==> config.mk <==
export PLATFORM = sky130hd
export DESIGN_NAME = alu_execute_stage
export DESIGN_NICKNAME = d
export VERILOG_FILES = /design/src/rtl/alu_execute_stage.sv
export SDC_FILE = /design/constraint.sdc
export NUM_CORES = 1
export LEC_CHECK = 0
export BUFFER_PORTS_ARGS = -buffer_cell sky130_fd_sc_hd__buf_2
export CAP_MARGIN = 10
export CORE_MARGIN = 2
export CORE_UTILIZATION = 31
export CTS_BUF_LIST = sky130_fd_sc_hd__clkbuf_4
export DETAILED_ROUTE_END_ITERATION = 16
export HOLD_SLACK_MARGIN = 0.06
export PLACE_DENSITY = 0.57
export REMOVE_ABC_BUFFERS = 1
export SETUP_SLACK_MARGIN = 0.5
export SLEW_MARGIN = 20
export SYNTH_ARGS = -nofsm -noshare
export SYNTH_HDL_FRONTEND = slang
export SYNTH_SLANG_ARGS = --single-unit
==> constraint.sdc <==
create_clock -name clk -period 6.1 [get_ports clk]
set_input_delay 0.61 -clock clk [delete_from_list [all_inputs] [get_ports clk]]
set_output_delay 0.61 -clock clk [all_outputs]
set_load 0.05 [all_outputs]
==> src/rtl/alu_execute_stage.sv <==
// ALU execute stage: registered result (M) plus a one-entry skid buffer (S) behind a valid/ready handshake.
// Optional feature: define ALU_NOR_EN to make op code 1100 a legal NOR.
module alu_execute_stage #(
  parameter int WIDTH = 32
) (
  input  logic             clk,
  input  logic             reset,
  input  logic             flush,
  input  logic             in_valid,
  output logic             in_ready,
  input  logic [3:0]       operation,
  input  logic [WIDTH-1:0] src_a,
  input  logic [WIDTH-1:0] src_b,
  output logic             out_valid,
  input  logic             out_ready,
  output logic [WIDTH-1:0] alu_result,
  output logic             zero,
  output logic             illegal_op
);

  logic             m_valid;
  logic [WIDTH-1:0] m_result;
  logic             m_zero;
  logic             m_illegal;

  logic             s_valid;
  logic [WIDTH-1:0] s_result;
  logic             s_zero;
  logic             s_illegal;

  logic [WIDTH-1:0] alu_next;
  logic             zero_next;
  logic             illegal_next;
  logic             accept;
  logic             m_free;

  always_comb begin
    alu_next     = '0;
    illegal_next = 1'b0;
    case (operation)
      4'b0000: alu_next = src_a & src_b;
      4'b0001: alu_next = src_a | src_b;
      4'b0010: alu_next = src_a + src_b;
      4'b0110: alu_next = src_a - src_b;
      4'b0111: alu_next = {{(WIDTH-1){1'b0}}, ($signed(src_a) < $signed(src_b))};
`ifdef ALU_NOR_EN
      4'b1100: alu_next = ~(src_a | src_b);
`endif
      default: begin
        alu_next     = '0;
        illegal_next = 1'b1;
      end
    endcase
  end

  assign zero_next = (alu_next == '0);

  // in_ready comes straight from a flop, so it never sees out_ready combinationally.
  assign in_ready = !s_valid;
  assign accept   = in_valid && in_ready;
  assign m_free   = !m_valid || out_ready;

  always_ff @(posedge clk) begin
    if (reset) begin
      m_valid   <= 1'b0;
      m_result  <= '0;
      m_zero    <= 1'b0;
      m_illegal <= 1'b0;
      s_valid   <= 1'b0;
      s_result  <= '0;
      s_zero    <= 1'b0;
      s_illegal <= 1'b0;
    end else if (flush) begin
      m_valid <= 1'b0;
      s_valid <= 1'b0;
    end else if (m_free) begin
      // S is older than anything at the input, and in_ready is low whenever S is full.
      if (s_valid) begin
        m_valid   <= 1'b1;
        m_result  <= s_result;
        m_zero    <= s_zero;
        m_illegal <= s_illegal;
        s_valid   <= 1'b0;
      end else if (accept) begin
        m_valid   <= 1'b1;
        m_result  <= alu_next;
        m_zero    <= zero_next;
        m_illegal <= illegal_next;
      end else begin
        m_valid <= 1'b0;
      end
    end else if (accept) begin
      s_valid   <= 1'b1;
      s_result  <= alu_next;
      s_zero    <= zero_next;
      s_illegal <= illegal_next;
    end
  end

  assign out_valid  = m_valid;
  assign alu_result = m_result;
  assign zero       = m_zero;
  assign illegal_op = m_illegal;

endmodule

Yosys cells after proc, flatten, opt, wreduce, memory -nomap -nowiden
Cells that the tools add are included.
{ "word_totals": {"wordCells": 41, "reg_bits": 70, "output_inout_bits": 36} }
{ "classes": {"n_reduce_logical": 12, "n_mux": 10, "n_bitwise": 4, "magnitude_cmp": 1, "eq_ne": 4, "n_addsub": 2} }
{ "ops": {"columns": ["operator", "count"], "rows": [
  ["one-hot mux 32 bit (5 select lines)", 1],
  ["2-to-1 mux 32 bit", 2],
  ["adder 32 bit", 1],
  ["AND 32 bit", 1],
  ["logical NOT 32 bit", 1],
  ["< comparator 32 bit", 1],
  ["bitwise OR 32 bit", 1],
  ["subtractor 32 bit", 1],
  ["== test 4 x 3 -> 1 bit (second input constant)", 2],
  ["2-to-1 mux 1 bit", 7],
  ["AND reduction 3 bit", 2],
  ["OR reduction 5 bit", 1],
  ["== test 4 x 1 -> 1 bit (second input constant)", 1],
  ["== test 4 x 2 -> 1 bit (second input constant)", 1],
  ["logical NOT 4 bit", 1],
  ["OR reduction 3 bit", 1],
  ["logical NOT 1 bit", 2],
  ["NOT 1 bit", 2],
  ["nonzero test 2 bit", 1],
  ["OR reduction 2 bit", 1],
  ["logical AND 1 bit", 1],
  ["logical OR 1 bit", 1]
]} }

Logic depth before layout (Yosys ltp)
{ "depth": {"depth_word": 5, "ltp_mapped": 15} }

Worst setup path after synthesis
Ideal clock, no wire load.
{ "synth_path": {"path_kind": "input to register", "from": "input src_b[1]", "to": "register m_zero, in the netlist zero", "setup_time_ns": 0.059, "arrival_ns": 3.466, "path_buffers": 0, "setup_slack_ns": 2.575, "path_stages": 13, "t_required_ns": 6.041, "cell_sequence": "inv_1 -> ha_1 -> o21ba_2 -> or4_4 -> a211oi_2 -> o21ai_2 -> a2111oi_2 -> or2_1 -> o211ai_2 -> a2111oi_2 -> nand4_1 -> nor4_2 -> a31o_1"} }
{ "synth_between": {"elab_chain_cells": 5, "word_cells_on_any_way": 9, "classes_between": "add/sub: 2; order compare: 1; mux: 3; bitwise: 2; reduce/logical: 1"} }
{ "synth_rtl": {"columns": ["item", "line_no", "rtl"], "rows": [
  ["from (decl)", "13", "input logic [WIDTH-1:0] src_b,"],
  ["subtractor 32 bit, or another cell as far along", "44", "4'b0110: alu_next = src_a - src_b;"],
  ["one-hot mux 32 bit (5 select lines) (*)", "40", "case (operation)"],
  ["logical NOT 32 bit (*)", "56", "assign zero_next = (alu_next == '0);"],
  ["2-to-1 mux 1 bit (*)", "84", "end else if (accept) begin"],
  ["2-to-1 mux 1 bit (*)", "78", "if (s_valid) begin"],
  ["to (signal assigned)", "81", "m_zero <= s_zero;"],
  ["to (signal assigned)", "87", "m_zero <= zero_next;"],
  ["to (decl)", "23", "logic m_zero;"]
]} }
Mark *: on every way between the ends. The rest lies on a longest branch, timed or not. The select of a mux whose other input is x is not followed.
A chain may end at the register's enable or synchronous reset.

Worst setup path after layout
{ "layout_path": {"from": "input src_a[6]", "to": "register m_zero, in the netlist zero"} }
{ "layout_between": {"elab_chain_cells": 5, "word_cells_on_any_way": 9, "classes_between": "add/sub: 2; order compare: 1; mux: 3; bitwise: 2; reduce/logical: 1"} }
{ "layout_rtl": {"columns": ["item", "line_no", "rtl"], "rows": [
  ["from (decl)", "12", "input logic [WIDTH-1:0] src_a,"],
  ["subtractor 32 bit, or another cell as far along", "44", null],
  ["one-hot mux 32 bit (5 select lines) (*)", "40", null],
  ["logical NOT 32 bit (*)", "56", null],
  ["2-to-1 mux 1 bit (*)", "84", null],
  ["2-to-1 mux 1 bit (*)", "78", null]
]} }
Marks and branches as above.

==> metrics.txt <==
outcome=finished clean; fraction of layout cells with a size suffix above 1=12.6%; Lkg Pwr=4.09 nW; PostCTS Resize Cnt=0; Worst Clk Skew=0.0141 ns; worst-case clock buffer depth=2; postcts setup bufs=0; Hold Crit Class=in2reg; Slew headroom=32.6%; TritonCTS clock tree=built; Post-synth EDFFs=0; setup violators final=0; synthesis-stage register bit count=70; Area contributors post-synth=dfxtp_1 (17%), ha_1 (15%), nor2_1 (6.9%); Total Routing Usage GR=20.7%; CTS Buf Count=9; htree depth=3; Total Die Area=28,200 um2; # DRC=0; number of global-route vias before repair=8,420; VDD IR max=0.0000621 V; Place WS=1.62 ns; Starting Density=31.8%; Yosys top cell area share=16.8%; IO Port Bufs=108; max-cap violation count=0; # fillers=2,891; Worst path slowest cell=a21oi_1; clock sink count=70; Clock transition at path regs=0.10 ns; first-pass GRT wire length=46,600 um; Worst-Margin Slew=1.01 ns; DR iter-0 viols=781; CP top delay family=compound AO/OA/AOI/OAI gates; sequential cell area=1400 um2; critical path depth=14; WP data arrival=4.48 ns; Placeable Area=26,200 um2; pwr dens=148 nW/um2; Reg2Reg Depth=6; Fin Setup TNS=0 ns; Final #Nets=1,441; critical path fanouts, max=11; drt pass-1 iters=6; overall power=1.36 mW; synth unique cells=80; area of the multi-input gates=6200 um2; nature of the critical path endpoint=register; row cnt=59; clock latency on the worst-skew pair=0.43 ns; final worst slack=1.94 ns; Post-synth top cells=nor2_1 (153), nand2_1 (122), inv_1 (110); Final Max Tran Viols=0; DRT antenna net count=0; max frequency=240 MHz; ys flop type=dfxtp_1; leading area contributor after synthesis=dfxtp_1; synthesized area=8330 um2; Hold Fails Final Rpt=0; CP cell instances=buf_2, inv_1, ha_1, a21oi_1, o211ai_1, a21oi_1, a211oi_2, o211ai_1, a21boi_0, o21a_1, o311ai_1, o2bb2ai_1, nor4_2, a31o_1; CP Class=in2reg; Ys Warns=0; Cells after Synth=1,216; CP Data Required Time=6.42 ns; CTS root buffer=clkbuf_4; Via Count=8,969; DR vias/cell=5.57; slowest cell delay on critical path=0.56 ns; total gr overflow=0; I/O pin count=109; DP Wirelength=23,000 um; final worst path period share=68.3%; startpoint types=input pin; die width=168 um; cts hold-fix bufs=0; Syn Area/Cell=6.85 um2; RSZ-0062 raised after global routing=false; worst path bufs/invs=2; final WL=29,800 um; initial antenna violation count=2; share of flip-flops with an asynchronous set or reset=0%; synthesis-to-finish area growth=10.3%; gpl congestion=0.910; Min Clock Period, post-route=4.16 ns; Hold Path Depth=2; register area share after synthesis=16.8%; WL per Instance=18.5 um; y dimension of the die=168 um; largest net degree at the start of global routing=72; most common cell in the netlist=nor2_1
[logic make-up (layout without fill, tap and decap cells)]
| family | count (synthesis) | in the layout | synth area share, % |
|---|---|---|---|
| and+or+nand+nor | 441 | 441 | 24.8 |
| AOI/OAI and AO/OA | 367 | 367 | 29.0 |
| muxes | 28 | 28 | 3.36 |
| other | 0 | 2 | 0 |
| xor gates and xnor gates | 17 | 17 | 1.79 |
| DFF | 70 | 70 | 16.8 |
| buffers and inverters | 193 | 249 | 9.07 |
| adders and majority gates | 100 | 100 | 15.2 |
[cell usage in the layout (no fill, tap or decap), drive strengths merged, types with 4 or more instances in the layout]
cell type,netlist,routed
nor2,153,153
nand2,122,122
buf,23,120
inv,114,114
a21oi,109,109
ha,98,98
dfxtp,70,70
o21ai,70,70
a211oi,43,43
nor3,39,39
nand3,35,35
mux2i,28,28
o211ai,22,22
a21o,17,17
a31oi,15,15
nor2b,14,14
xnor2,14,14
nor4,14,14
clkbuf,56,12
o31ai,10,10
nand2b,9,9
nand4,9,9
or3,9,9
o21a,8,8
a311oi,8,8
a2111oi,8,8
and3,7,7
o21bai,7,7
o22ai,6,6
o311ai,6,6
a22oi,5,5
or4,5,5
and2,5,5
nor4b,5,5
o211a,4,4
or2,4,4
[layout make-up]
class	instances	area share, %
antenna	2	0.0545
clock buffer	12	0.981
clock inverter	3	0.136
inverter	114	4.66
multi-input combinational	953	67.5
sequential	70	15.3
tap	335	4.56
timing repair buffer	120	6.87
[per-stage QoR]
step                instance area, um2  std cells  utilization (%)  hold slack [ns]
detailed placement                9080       1592             34.6            0.444
global route                      9180       1608             35.0            0.389
finish                            9180       1609             35.0            0.410
global placement                  9080       1592             34.6            0.436
CTS                               9180       1607             35.0            0.388
floorplan                         8000       1137                -            0.430
[path summary, 6_finish.rpt]
| path | start | to | slack (ns) |
|---|---|---|---|
| worst max-delay path | src_a[6] | zero | 1.94 |
| worst min-delay path | flush | out_valid | 0.41 |
| worst max register to register | s_valid | alu_result[27] | 4.15 |
| worst min register to register | alu_result[23] | alu_result[23] | 0.45 |
[metal layers]
| layer | share of wire [%] | track usage (%) | routed length (um) | up-vias |
|---|---|---|---|---|
| li1 | - | - | - | 4409 |
| met1 | 46 | 28.9 | 13700 | 4167 |
| met2 | 44 | 33.0 | 13200 | 338 |
| met3 | 7.2 | 2.84 | 2160 | 55 |
| met4 | 2.5 | 6.16 | 754 | 0 |
| met5 | 0 | 0 | 0 | - |
[state kept, by name (all words and copies together) (netlist names)]
signal / flops
illegal_op: 1
s_result: 32
out_valid: 1
zero: 1
alu_result: 32
s_illegal: 1
s_valid: 1
s_zero: 1
[where the power goes]
| group | internal [mW] | switching [mW] | total [mW] |
|---|---|---|---|
| clock | 0.0924 | 0.156 | 0.249 |
| combinational | 0.210 | 0.428 | 0.638 |
| sequential | 0.468 | 0.00532 | 0.473 |
Power figures use the tool's default switching activity.
